File: src/rtl/display_pkg.sv
// Shared constants for the BCD 7-segment scan display.
// Segment patterns are active-high and ordered {g,f,e,d,c,b,a}.
package display_pkg;

   localparam logic [6:0] SEG_0    = 7'h3F;
   localparam logic [6:0] SEG_1    = 7'h06;
   localparam logic [6:0] SEG_2    = 7'h5B;
   localparam logic [6:0] SEG_3    = 7'h4F;
   localparam logic [6:0] SEG_4    = 7'h66;
   localparam logic [6:0] SEG_5    = 7'h6D;
   localparam logic [6:0] SEG_6    = 7'h7D;
   localparam logic [6:0] SEG_7    = 7'h07;
   localparam logic [6:0] SEG_8    = 7'h7F;
   localparam logic [6:0] SEG_9    = 7'h6F;
   localparam logic [6:0] SEG_DASH = 7'h40;
   localparam logic [6:0] SEG_OFF  = 7'h00;

   // Digit slot indices; these double as the scan state encodings.
   localparam logic [1:0] DIG_ONES  = 2'd0;
   localparam logic [1:0] DIG_TENS  = 2'd1;
   localparam logic [1:0] DIG_HUNDS = 2'd2;

   typedef enum logic [1:0] {
      StOnes  = 2'd0,
      StTens  = 2'd1,
      StHunds = 2'd2
   } scan_state_e;

   // Active-high anode enable {hundreds,tens,ones} for a digit slot.
   function automatic logic [2:0] dig_onehot(logic [1:0] idx);
      logic [2:0] oh;
      oh = 3'b000;
      case (idx)
         DIG_ONES:  oh = 3'b001;
         DIG_TENS:  oh = 3'b010;
         DIG_HUNDS: oh = 3'b100;
         default:   oh = 3'b001;
      endcase
      return oh;
   endfunction

endpackage

File: src/rtl/bcd_to_7seg.sv
// Combinational BCD nibble to active-high 7-segment pattern; non-BCD values show a dash.
module bcd_to_7seg
   import display_pkg::*;
(
   input  logic [3:0] bcd_i,
   output logic [6:0] seg_o
);

   // Standard digit patterns, dash for 10..15.
   always_comb begin
      seg_o = SEG_DASH;
      case (bcd_i)
         4'd0:    seg_o = SEG_0;
         4'd1:    seg_o = SEG_1;
         4'd2:    seg_o = SEG_2;
         4'd3:    seg_o = SEG_3;
         4'd4:    seg_o = SEG_4;
         4'd5:    seg_o = SEG_5;
         4'd6:    seg_o = SEG_6;
         4'd7:    seg_o = SEG_7;
         4'd8:    seg_o = SEG_8;
         4'd9:    seg_o = SEG_9;
         default: seg_o = SEG_DASH;
      endcase
   end

endmodule

File: src/rtl/bcd_7seg_scan.sv
// 3-digit multiplexed 7-segment driver with frame-synchronous double buffering.
// Optional feature macro: LEADING_ZERO_BLANK_EN (blank leading-zero hundreds/tens digits).
module bcd_7seg_scan #(
   parameter int unsigned REFRESH_DIV    = 50000,
   parameter bit          SEG_ACTIVE_LOW = 1'b1
) (
   input  logic       clk,
   input  logic       rst,
   input  logic       load,
   input  logic [3:0] hundreds,
   input  logic [3:0] tens,
   input  logic [3:0] ones,
   output logic [6:0] seg,
   output logic [2:0] an,
   output logic       frame_done
);
   import display_pkg::*;

   localparam int unsigned DivW = (REFRESH_DIV > 1) ? $clog2(REFRESH_DIV) : 1;
   localparam logic [DivW-1:0] DivMax = DivW'(REFRESH_DIV - 1);

   logic [DivW-1:0] div_cnt_q, div_cnt_d;
   scan_state_e     state_q, state_d;
   logic [11:0]     shadow_q, shadow_d;
   logic [11:0]     active_q, active_d;
   logic            pending_q, pending_d;
   logic [6:0]      seg_q, seg_d;
   logic [2:0]      an_q, an_d;
   logic            frame_done_q;

   logic       tick;
   logic       boundary;
   logic [3:0] digit;
   logic       blank;
   logic [6:0] dec_seg;

   assign tick     = (div_cnt_q == DivMax);
   assign boundary = tick && (state_q == StHunds);

   // Refresh divider: free-running 0..REFRESH_DIV-1.
   always_comb begin
      div_cnt_d = tick ? '0 : div_cnt_q + DivW'(1);
   end

   // Scan FSM next state: advance one digit slot per tick.
   always_comb begin
      state_d = state_q;
      if (tick) begin
         case (state_q)
            StOnes:  state_d = StTens;
            StTens:  state_d = StHunds;
            StHunds: state_d = StOnes;
            default: state_d = StOnes;
         endcase
      end
   end

   // Double buffer: a pending shadow moves to active only at a frame boundary.
   // A load on the boundary cycle itself is kept pending for the following frame.
   always_comb begin
      shadow_d  = shadow_q;
      active_d  = active_q;
      pending_d = pending_q;
      if (boundary && pending_q) begin
         active_d  = shadow_q;
         pending_d = 1'b0;
      end
      if (load) begin
         shadow_d  = {hundreds, tens, ones};
         pending_d = 1'b1;
      end
   end

   // Select the digit for the current slot and decide whether it is blanked.
   always_comb begin
      digit = active_q[3:0];
      blank = 1'b0;
      case (state_q)
         StTens: begin
            digit = active_q[7:4];
`ifdef LEADING_ZERO_BLANK_EN
            blank = (active_q[11:8] == 4'd0) && (active_q[7:4] == 4'd0);
`endif
         end
         StHunds: begin
            digit = active_q[11:8];
`ifdef LEADING_ZERO_BLANK_EN
            blank = (active_q[11:8] == 4'd0);
`endif
         end
         default: digit = active_q[3:0];
      endcase
   end

   bcd_to_7seg u_dec (
      .bcd_i (digit),
      .seg_o (dec_seg)
   );

   // Next registered outputs, active-high; blanked slots keep anode and segments off.
   always_comb begin
      seg_d = blank ? SEG_OFF : dec_seg;
      an_d  = blank ? 3'b000 : dig_onehot(state_q);
   end

   // State, buffers and registered display outputs.
   always_ff @(posedge clk or posedge rst) begin
      if (rst) begin
         div_cnt_q    <= '0;
         state_q      <= StOnes;
         shadow_q     <= '0;
         active_q     <= '0;
         pending_q    <= 1'b0;
         seg_q        <= SEG_OFF;
         an_q         <= 3'b000;
         frame_done_q <= 1'b0;
      end else begin
         div_cnt_q    <= div_cnt_d;
         state_q      <= state_d;
         shadow_q     <= shadow_d;
         active_q     <= active_d;
         pending_q    <= pending_d;
         seg_q        <= seg_d;
         an_q         <= an_d;
         frame_done_q <= boundary;
      end
   end

   assign seg        = SEG_ACTIVE_LOW ? ~seg_q : seg_q;
   assign an         = SEG_ACTIVE_LOW ? ~an_q : an_q;
   assign frame_done = frame_done_q;

endmodule

File: config.mk
export PLATFORM = sky130hd
export DESIGN_NAME = bcd_7seg_scan
export DESIGN_NICKNAME = d
export VERILOG_FILES = /design/src/rtl/display_pkg.sv /design/src/rtl/bcd_to_7seg.sv /design/src/rtl/bcd_7seg_scan.sv
export SDC_FILE = /design/constraint.sdc
export NUM_CORES = 1
export LEC_CHECK = 0
export ABC_AREA = 1
export BUFFER_PORTS_ARGS = -buffer_cell sky130_fd_sc_hd__buf_2
export CORE_MARGIN = 2
export CORE_UTILIZATION = 50
export DETAILED_ROUTE_END_ITERATION = 10
export GPL_TIMING_DRIVEN = 1
export PLACE_DENSITY = 0.69
export SETUP_SLACK_MARGIN = 0.05
export SLEW_MARGIN = 20
export SYNTH_ARGS = -nofsm -noshare
export SYNTH_HDL_FRONTEND = slang
export SYNTH_SLANG_ARGS = --single-unit
File: constraint.sdc
create_clock -name clk -period 2.9 [get_ports clk]
set_input_delay 0.58 -clock clk [delete_from_list [all_inputs] [get_ports clk]]
set_output_delay 0.58 -clock clk [all_outputs]
set_load 0.05 [all_outputs]
==> results of run 1 <==
==> layer usage <==
layer / wire length (um) / part of all wire (%) / global-route usage, % / up-vias
met5: 0 / 0 / 0 / -
li1: - / - / - / 1069
met1: 2375 / 52 / 24.64 / 895
met3: 183 / 4.0 / 3.488 / 4
met4: 42 / 0.92 / 5.357 / 0
met2: 1957 / 43 / 28.00 / 39
==> worst register-to-register path: stages (launching register included) <==
cell	delay, ns
dfrtp_1	0.40
inv_1	0.10
ha_1	0.40
o21ai_0	0.49
inv_1	0.19
ha_1	0.22
inv_1	0.05
nand2_1	0.05
o21ai_0	0.08
nand2_1	0.07
nand2_1	0.05
==> cells by family after synthesis <==
logic type               after synthesis
AO/OA/AOI/OAI                         15
XOR/XNOR                               6
adder cells (fa/ha/maj)               12
buffers and inverters                 55
flip-flops                            54
AND/OR/NAND/NOR                      187
==> power groups by stage <==
stage	logic (mW)	registers, mW	clock network, mW
after detailed placement	0.0454	0.791	0
after CTS	0.0455	0.776	0.545
after global placement	0.0446	0.790	0
final	0.0435	0.776	0.527
after global routing	0.0531	0.778	0.572
after floorplan	0.0277	0.788	0
==> metrics by stage <==
| step | setup slack (ns) | utilization (%) | power [mW] | hold WS [ns] |
|---|---|---|---|---|
| global placement | 0.9007 | 55.57 | 0.8346 | 0.4542 |
| detailed placement | 0.7958 | 55.57 | 0.8360 | 0.4557 |
| global route | 0.5128 | 57.84 | 1.403 | 0.4249 |
| CTS | 0.7755 | 57.84 | 1.366 | 0.3880 |
| finish | 0.7532 | 57.84 | 1.346 | 0.3688 |
| floorplan | 0.8440 | - | 0.8155 | 0.4296 |
==> synthesized netlist by cell type, drive strengths merged <==
| cell type | number | area [sq um] |
|---|---|---|
| nand2 | 122 | 462.9 |
| dfrtp | 54 | 1351 |
| inv | 46 | 172.7 |
| nor2 | 27 | 123.9 |
| nand3 | 17 | 90.09 |
| nand4 | 14 | 93.84 |
| ha | 12 | 150.1 |
| o21ai | 12 | 60.06 |
| buf | 6 | 67.56 |
| xor2 | 6 | 52.55 |
| nor3 | 5 | 25.02 |
| clkbuf | 3 | 15.02 |
| a21oi | 2 | 10.01 |
| nand3b | 1 | 7.510 |
| o21bai | 1 | 7.510 |
| or2 | 1 | 6.260 |
==> registers in the layout, indices dropped and copies added (netlist names) <==
signal,cells
seg_q,7
an_q,3
shadow_q,12
active_q,12
pending_q,1
frame_done,1
state_q,2
div_cnt_q,16
==> layout make-up <==
| type | instances | area share [%] |
|---|---|---|
| Sequential cell | 54 | 45.45 |
| Multi-Input combinational cell | 220 | 36.66 |
| Inverter | 46 | 5.808 |
| Timing Repair Buffer | 29 | 5.219 |
| Tap cell | 70 | 2.946 |
| Clock buffer | 5 | 2.315 |
| Clock inverter | 3 | 1.599 |
==> worst paths after layout <==
path | to | startpoint | depth (start not counted)
max | seg_q[3] | state_q[0] | 10
min reg2reg | div_cnt_q[0] | div_cnt_q[0] | 1
min | an_q[1] | rst | 2
max in group asynchronous | frame_done | rst | 3
min in group clk | shadow_q[9] | hundreds[1] | 3
max reg2reg | seg_q[3] | state_q[0] | 10
==> cell usage in the layout (no fill, tap or decap), types with 2 or more instances in the layout <==
master    Yosys  layout
nor3_1        5       5
nand2_1     120     120
nand4_1      13      13
inv_1        45      44
nor2_2        3       3
nand2_2       2       2
nand3_1      16      16
buf_4         0       4
nor2_1       22      22
inv_2         1       2
xor2_1        6       6
o21ai_1       2       2
a21oi_1       2       2
ha_1         12      12
clkbuf_8      0       5
nor2_4        2       2
dfrtp_1      54      54
o21ai_0      10      10
inv_6         0       2
buf_2         0      25
==> out/metrics.csv, run 1 <==
metric,value,unit
crit_arrival,2.39,ns
synthCells,329,
path_cells,inv_1 > ha_1 > o21ai_0 > inv_1 > ha_1 > inv_1 > nand2_1 > o21ai_0 > nand2_1 > nand2_1,
drive_above_1_share,13.45,%
p_comb_share,3.2,%
p_seq_share,57.6,%
first_iter_violations,115,
critPathBufInv,3,
synth_fa_ha_area_share,5.568,%
clkPwrFrac,39.1,%
slew_headroom,53.39,%
setup-violations-final,0,
startpoint_type,flip-flop,
crit_family,adder cells,
endpoint_kind,flip-flop,
grt_max_degree,36,
via_count,2007,
cts_hold_buf,0,
hold_viol,0,
max_stage_delay,0.49,ns
antenna_found_initial,0,
cts_made_buffers,5,
die_area,5996,sq um
skew,0.008440,ns
rows,26,
syn_avg_cell_area,8.196,sq um
crit_fanout,9,
post-route-period-util,74.03,%
crit_required,3.15,ns
yosys_warnings,0,
outcome,finished clean,
ys_types,24,
critPathKind,reg2reg,
grt_usage,17.65,%
io_buffers,25,
synthesis.area,2696,sq um
seq_area,1351,sq um
drc_errors,0,
instances_no_fill,427,
synth-xor-area-share,1.949,%
drt-wirelength-per-cell,10.68,um
dpl.hpwl,3338,um
hold_path_class,in2async,
worst-slew-pin-transition,0.6982,ns
synthToLayoutAreaGrowth,10.26,%
r2r_slack,0.75,ns
grt_overflow_total,0,
grt_pass1_vias,1965,
leakagePower,1.609,nW
drv_slew,0,
cts.path.max_buffers,2,
pwr_density_cell,452.9,nW/um^2
routed_via_density,4.700,
final.min_clock_period,2.147,ns
yosysSeqAreaShare,50.12,%
vdd_drop_max,347.5,uV
n_fill_cell,488,
setup_tns,0,ns
initial_core_util,52.46,%
dr.pass1.iters,4,
fin_nets,383,
synth-compound-area-share,2.877,%
p_sw_share,22.28,%
p_int,1.046,mW
antenna_cells,0,
maxCapViolCount,0,
rsz0062_at_grt,false,
die_h,77.44,um
placed_cell_area,2856,sq um
core,5140,sq um
die_w,77.44,um
ys_ff_latch,54,
ctsResizeCount,0,
drtAntennaViolNets,0,
path_clk_slew,0.10,ns
cts_tree,yes,
root_buffer,clkbuf_8,
grt_pass1_wl,8645,um
wirelength,4560,um
synth-simple-area-share,30.02,%
crit_slowest_cell,o21ai_0,
cts.sinks,54,
clock_latency,0.31,ns
dp_cells,419,
syn_nets,356,
h-tree-depth,2,
p_sw,0.3000,mW
routabilityCongestion,0.8465,
synth_top_family_by_area,simple AND/OR/NAND/NOR gates,
fmax,465.8,MHz
design_area,2973,sq um
io_pins,26,
muxShareOfSynthArea,0,%
multi_input_area,1090,sq um
post_cts_buffers,0,
No activity file was read; power rests on OpenSTA's default activity.
==> inputs of run 2 (changes only) <==
- PLACE_DENSITY: 0.69 -> 0.72
- clock period: 2.9 -> 1.8 ns (I/O delays scaled with it)
==> out/metrics.csv, run 2 (same netlist as run 1, synthesis figures left out) <==
metric,value,unit,change
die_h,77.44,um,unchanged
outcome,finished clean,,unchanged
drc_errors,0,,unchanged
clock_latency,0.32,ns,was 0.31 ns
maxCapViolCount,0,,unchanged
reg2reg_from,state_q[0],,unchanged
dpl.hpwl,3519,um,was 3338 um
antenna_cells,0,,unchanged
drt-wirelength-per-cell,11.03,um,was 10.68 um
cts.path.max_buffers,2,,unchanged
design_area,3178,sq um,was 2973 sq um
startpoint_type,flip-flop,,unchanged
fin_nets,396,,was 383
crit_fanout,6,,was 9
grt_pass1_vias,1896,,was 1965
whs,0.2298,ns,was 0.3688 ns
setup_tns,0,ns,unchanged
final.min_clock_period,1.701,ns,was 2.147 ns
crit_arrival,1.96,ns,was 2.39 ns
hold_viol,0,,unchanged
routed_via_density,4.770,,was 4.700
h-tree-depth,2,,unchanged
io_buffers,25,,unchanged
antenna_found_initial,0,,unchanged
die_area,5996,sq um,unchanged
endpoint_kind,flip-flop,,unchanged
path_clk_slew,0.10,ns,about the same
leakagePower,1.681,nW,was 1.609 nW
die_w,77.44,um,unchanged
whs_path_depth,3,,
worst_slack,0.09894,ns,was 0.7532 ns
drtAntennaViolNets,0,,unchanged
dp_slack,-0.04798,ns,was 0.7958 ns
root_buffer,clkbuf_8,,unchanged
critPathKind,reg2reg,,unchanged
instances_no_fill,440,,was 427
initial_core_util,52.46,%,unchanged
final_util,61.83,%,was 57.84%
cts_tree,yes,,unchanged
worstReg2RegEnd,seg_q[0],,was seg_q[3]
post-route-period-util,94.50,%,was 74.03%
drv_slew,0,,unchanged
top_regs,"div_cnt_q: 16 flops, active_q: 12 flops, shadow_q: 12 flops",,unchanged
worstHoldStart,hundreds[3],,
grt_max_degree,25,,was 36
regMostFlops,div_cnt_q,,unchanged
wirelength,4853,um,was 4560 um
grt_usage,17.52,%,was 17.65%
dp_cells,425,,was 419
reg2reg_depth,9,,was 10
grt_pass1_wl,8487,um,was 8645 um
io_pins,26,,unchanged
placed_cell_area,2947,sq um,was 2856 sq um
min_to,shadow_q[11],,
worst-slew-pin-transition,0.3691,ns,was 0.6982 ns
grt_overflow_total,0,,unchanged
fmax,587.9,MHz,was 465.8 MHz
synthToLayoutAreaGrowth,17.87,%,was 10.26%
final_common_cell,nand2_1,,unchanged
rows,26,,unchanged
skew,0.007742,ns,was 0.008440 ns
hold_path_class,in2reg,,was in2async
cts.sinks,54,,unchanged
layout_common_cells,"nand2_1, dfrtp_1, inv_1, buf_2, nor2_1",,unchanged
pwr_density_cell,640.9,nW/um^2,was 452.9 nW/um^2
cts_made_buffers,5,,unchanged
setup-violations-final,0,,unchanged
core,5140,sq um,unchanged
via_count,2099,,was 2007
routabilityCongestion,0.8751,,was 0.8465
p_total,2.037,mW,was 1.346 mW
r2r_slack,0.1,ns,was 0.75 ns
n_fill_cell,469,,was 488
largest_reg_flops,16,,unchanged
drive_above_1_share,20.54,%,was 13.45%
slew_headroom,75.20,%,was 53.39%
first_iter_violations,119,,was 115
vdd_drop_max,433.0,uV,was 347.5 uV
dr.pass1.iters,5,,was 4
rsz0062_at_grt,false,,unchanged
crit_required,2.06,ns,was 3.15 ns
==> run 2: repair_timing <==
action,CTS,global route
pin swaps,1,5
gates cloned,0,1
endpoints found under the hold margin,5,0
resized for setup,8,16
setup endpoints to repair,6,6
hold buffers,1,0
setup buffers,2,3
==> run 2: worst max path at each step <==
stage / startpoint / to / cells past startpoint
final: state_q[0] / seg_q[0] / 9
after global routing: state_q[0] / seg_q[3] / 9
after CTS: state_q[0] / seg_q[0] / 13
after detailed placement: state_q[1] / seg_q[3] / 10
after global placement: state_q[0] / seg_q[1] / 9
after floorplan: state_q[0] / seg_q[1] / 9
==> run 2: per-layer routing <==
metal / up-vias / wire length (um) / share of wire [%] / track usage (%)
met2: 59 / 2133 / 44 / 27.30
met3: 7 / 224 / 4.6 / 4.186
met4: 0 / 65 / 1.3 / 5.357
li1: 1092 / - / - / -
met5: - / 0 / 0 / 0
met1: 941 / 2430 / 50 / 24.39
==> run 2: power breakdown <==
part / switching (mW) / internal (mW)
sequential: 0.0134 / 1.24
combinational: 0.0472 / 0.0289
clock: 0.422 / 0.289
==> run 2: cell type report <==
cell class / instances / area [sq um] / share of cell area, %
flip-flops and latches: 54 / 1351 / 42.52
multi-input cells: 221 / 1195 / 37.60
repair buffers: 41 / 276.5 / 8.701
inverters: 46 / 172.7 / 5.433
well taps: 70 / 87.58 / 2.756
clock buffers: 5 / 68.82 / 2.165
clock inverters: 3 / 26.28 / 0.8268
==> run 2: worst max-delay path, cell delays in order (launching register included) <==
cell	delay, ns
dfrtp_1	0.40
inv_2	0.12
ha_4	0.25
buf_4	0.16
or2_1	0.31
nand2_4	0.12
nand2_1	0.08
o21ai_1	0.09
nand2_1	0.06
nand2_1	0.05
==> inputs of run 3 (changes only) <==
- SYNTH_HIERARCHICAL: not set -> 1
==> out/metrics.csv, run 3 <==
metric,value,unit,change
outcome,finished clean,,unchanged
synthesis.area,2631,sq um,was 2696 sq um
cts_tree,yes,,unchanged
r2r_slack,0.10,ns,was 0.1 ns
cts.sinks,54,,unchanged
largest_reg_flops,16,,unchanged
dp_cells,415,,was 425
post-route-period-util,94.27,%,was 94.50%
ys_types,23,,was 24
antenna_found_initial,0,,unchanged
p_total,2.293,mW,was 2.037 mW
synth.most_common_cell,nand2_1,,unchanged
first_iter_violations,86,,was 119
hold_path_class,in2async,,was in2reg
drive_above_1_share,20.45,%,was 20.54%
regMostFlops,div_cnt_q,,unchanged
top_regs,"div_cnt_q: 16 flops, active_q: 12 flops, shadow_q: 12 flops",,unchanged
reg2reg_from,state_q[1],,was state_q[0]
ys_ff_latch,54,,unchanged
die_area,5859,sq um,was 5996 sq um
drc_errors,0,,unchanged
drtAntennaViolNets,0,,unchanged
grt_pass1_wl,7728,um,was 8487 um
crit_arrival,1.93,ns,was 1.96 ns
h-tree-depth,2,,unchanged
cts_hold_buf,0,,was 1
clock_latency,0.30,ns,was 0.32 ns
synthTopCellsByCount,"nand2_1, dfrtp_1, inv_1",,unchanged
drt-wirelength-per-cell,10.86,um,was 11.03 um
dr.pass1.iters,4,,was 5
maxCapViolCount,0,,unchanged
die_w,76.55,um,was 77.44 um
core,5107,sq um,was 5140 sq um
synth_top_cell_by_area,dfrtp_1,,unchanged
slew_headroom,77.36,%,was 75.20%
die_h,76.55,um,was 77.44 um
io_pins,26,,unchanged
startpoint_type,flip-flop,,unchanged
yosysTopAreaCellShare,51.36,%,was 50.12%
dpl.hpwl,3273,um,was 3519 um
cts_made_buffers,5,,unchanged
antenna_cells,0,,unchanged
layout_common_cells,"nand2_1, dfrtp_1, inv_1, nor2_1, buf_2",,"was nand2_1, dfrtp_1, inv_1, buf_2, nor2_1"
grt_usage,16.30,%,was 17.52%
startpoint,state_q[1],,was state_q[0]
worst-slew-pin-transition,0.3370,ns,was 0.3691 ns
grt_max_degree,55,,was 25
hold_viol,0,,unchanged
path_clk_slew,0.09,ns,was 0.10 ns
rsz0062_at_grt,true,,was false
whs,0.09735,ns,was 0.2298 ns
pwr_density_cell,737.8,nW/um^2,was 640.9 nW/um^2
final_common_cell,nand2_1,,unchanged
initial_core_util,51.52,%,was 52.46%
grt_pass1_vias,1729,,was 1896
synthFlopType,dfrtp_1,,unchanged
routed_via_density,4.698,,was 4.770
async_flop_share,100.0,%,unchanged
io_buffers,25,,unchanged
root_buffer,clkbuf_8,,unchanged
yosys-top-cells-area,"dfrtp_1, nand2_1, inv_1",,unchanged
endpoint_kind,flip-flop,,unchanged
rows,26,,unchanged
synthCells,321,,was 329
drv_slew,0,,unchanged
yosysSeqAreaShare,51.36,%,was 50.12%
fmax,589.3,MHz,was 587.9 MHz
wirelength,4637,um,was 4853 um
leakagePower,1.648,nW,was 1.681 nW
skew,0.004941,ns,was 0.007742 ns
routabilityCongestion,0.8151,,was 0.8751
final_util,60.85,%,was 61.83%
grt_overflow_total,0,,unchanged
setup-violations-final,0,,unchanged
critPathKind,reg2reg,,unchanged
setup_tns,0,ns,unchanged
synthToLayoutAreaGrowth,18.12,%,was 17.87%
syn_avg_cell_area,8.197,sq um,was 8.196 sq um
synth_edf_count,0,,unchanged
crit_fanout,5,,was 6
crit_required,2.04,ns,was 2.06 ns
vdd_drop_max,584.8,uV,was 433.0 uV
fin_nets,383,,was 396
instances_no_fill,427,,was 440
yosys_warnings,6,,was 0
via_count,2006,,was 2099
final.min_clock_period,1.697,ns,was 1.701 ns
syn_nets,348,,was 356
cts.path.max_buffers,2,,unchanged
run 3: changes by cell type in the layout (fill, tap and decap cells not counted), moves of 3 or more:
cell / delta
a21oi_2: +5
nand2_1: -5
nand3_1: -5
nor2_1: +5
buf_4: -3
inv_1: -3
inv_6: -3
run 3: through the flow:
stage / cell area, sq um / worst slack [ns]
2_1_floorplan: 2651 / 0.05459
3_3_place_gp: 2885 / 0.07574
3_5_place_dp: 2885 / 0.03306
4_1_cts: 3035 / 0.05091
5_1_grt: 3108 / 0.01902
6_report: 3108 / 0.1032
run 3: cell type report:
type / count / area (sq um)
fill: 428 / 1999
clock inverter: 2 / 60.06
timing repair buffer: 36 / 232.7
inverter: 46 / 175.2
tap: 70 / 87.58
clock buffer: 6 / 82.58
sequential: 54 / 1351
multi-input combinational: 213 / 1119
run 3: where the power goes:
group,internal (mW),total [mW],switching (mW)
Combinational,0.0264,0.0723,0.0459
Sequential,1.24,1.25,0.0134
Clock,0.593,0.972,0.379
Total,1.86,2.29,0.438
run 3: cells by family after synthesis:
group,count (synthesis),synth area share [%]
simple gates,176,28.44
buf+inv,54,8.702
flops,54,51.36
compound gates,19,3.804
fa+ha+maj,12,5.706
xor+xnor,6,1.997
run 3: final timing paths:
path                       cells after the start      endpoint
max                                           11      seg_q[3]
min                                            3  div_cnt_q[2]
max reg2reg                                   11      seg_q[3]
min reg2reg                                    1  div_cnt_q[0]
max in group asynchronous                      3   active_q[0]
min in group clk                               3   shadow_q[0]
run 3: critical path, stage by stage, from the launching register on:
cell and delay [ns]:
dfrtp_1 0.41, inv_2 0.11, ha_4 0.23, inv_4 0.09, a21oi_2 0.04, a21oi_2 0.16
inv_2 0.09, ha_4 0.27, nand2_2 0.05, nand2_1 0.09, nand2_1 0.05, nand2_1 0.05
run 3: timing repair:
item                                    4_1_cts  5_1_grt
pin swaps                                     0        6
endpoints found under the setup margin        1        7
resized for setup                             1       14
buffers inserted                              1        3
run 3: layer usage:
| layer | track usage (%) | up-vias | part of all wire (%) | wire length, um |
|---|---|---|---|---|
| met3 | 3.673 | 6 | 4.6 | 214 |
| met4 | 3.818 | 0 | 1.5 | 68 |
| li1 | - | 1054 | - | - |
| met1 | 22.42 | 899 | 47 | 2200 |
| met5 | 0 | - | 0 | 0 |
| met2 | 26.46 | 47 | 46 | 2153 |
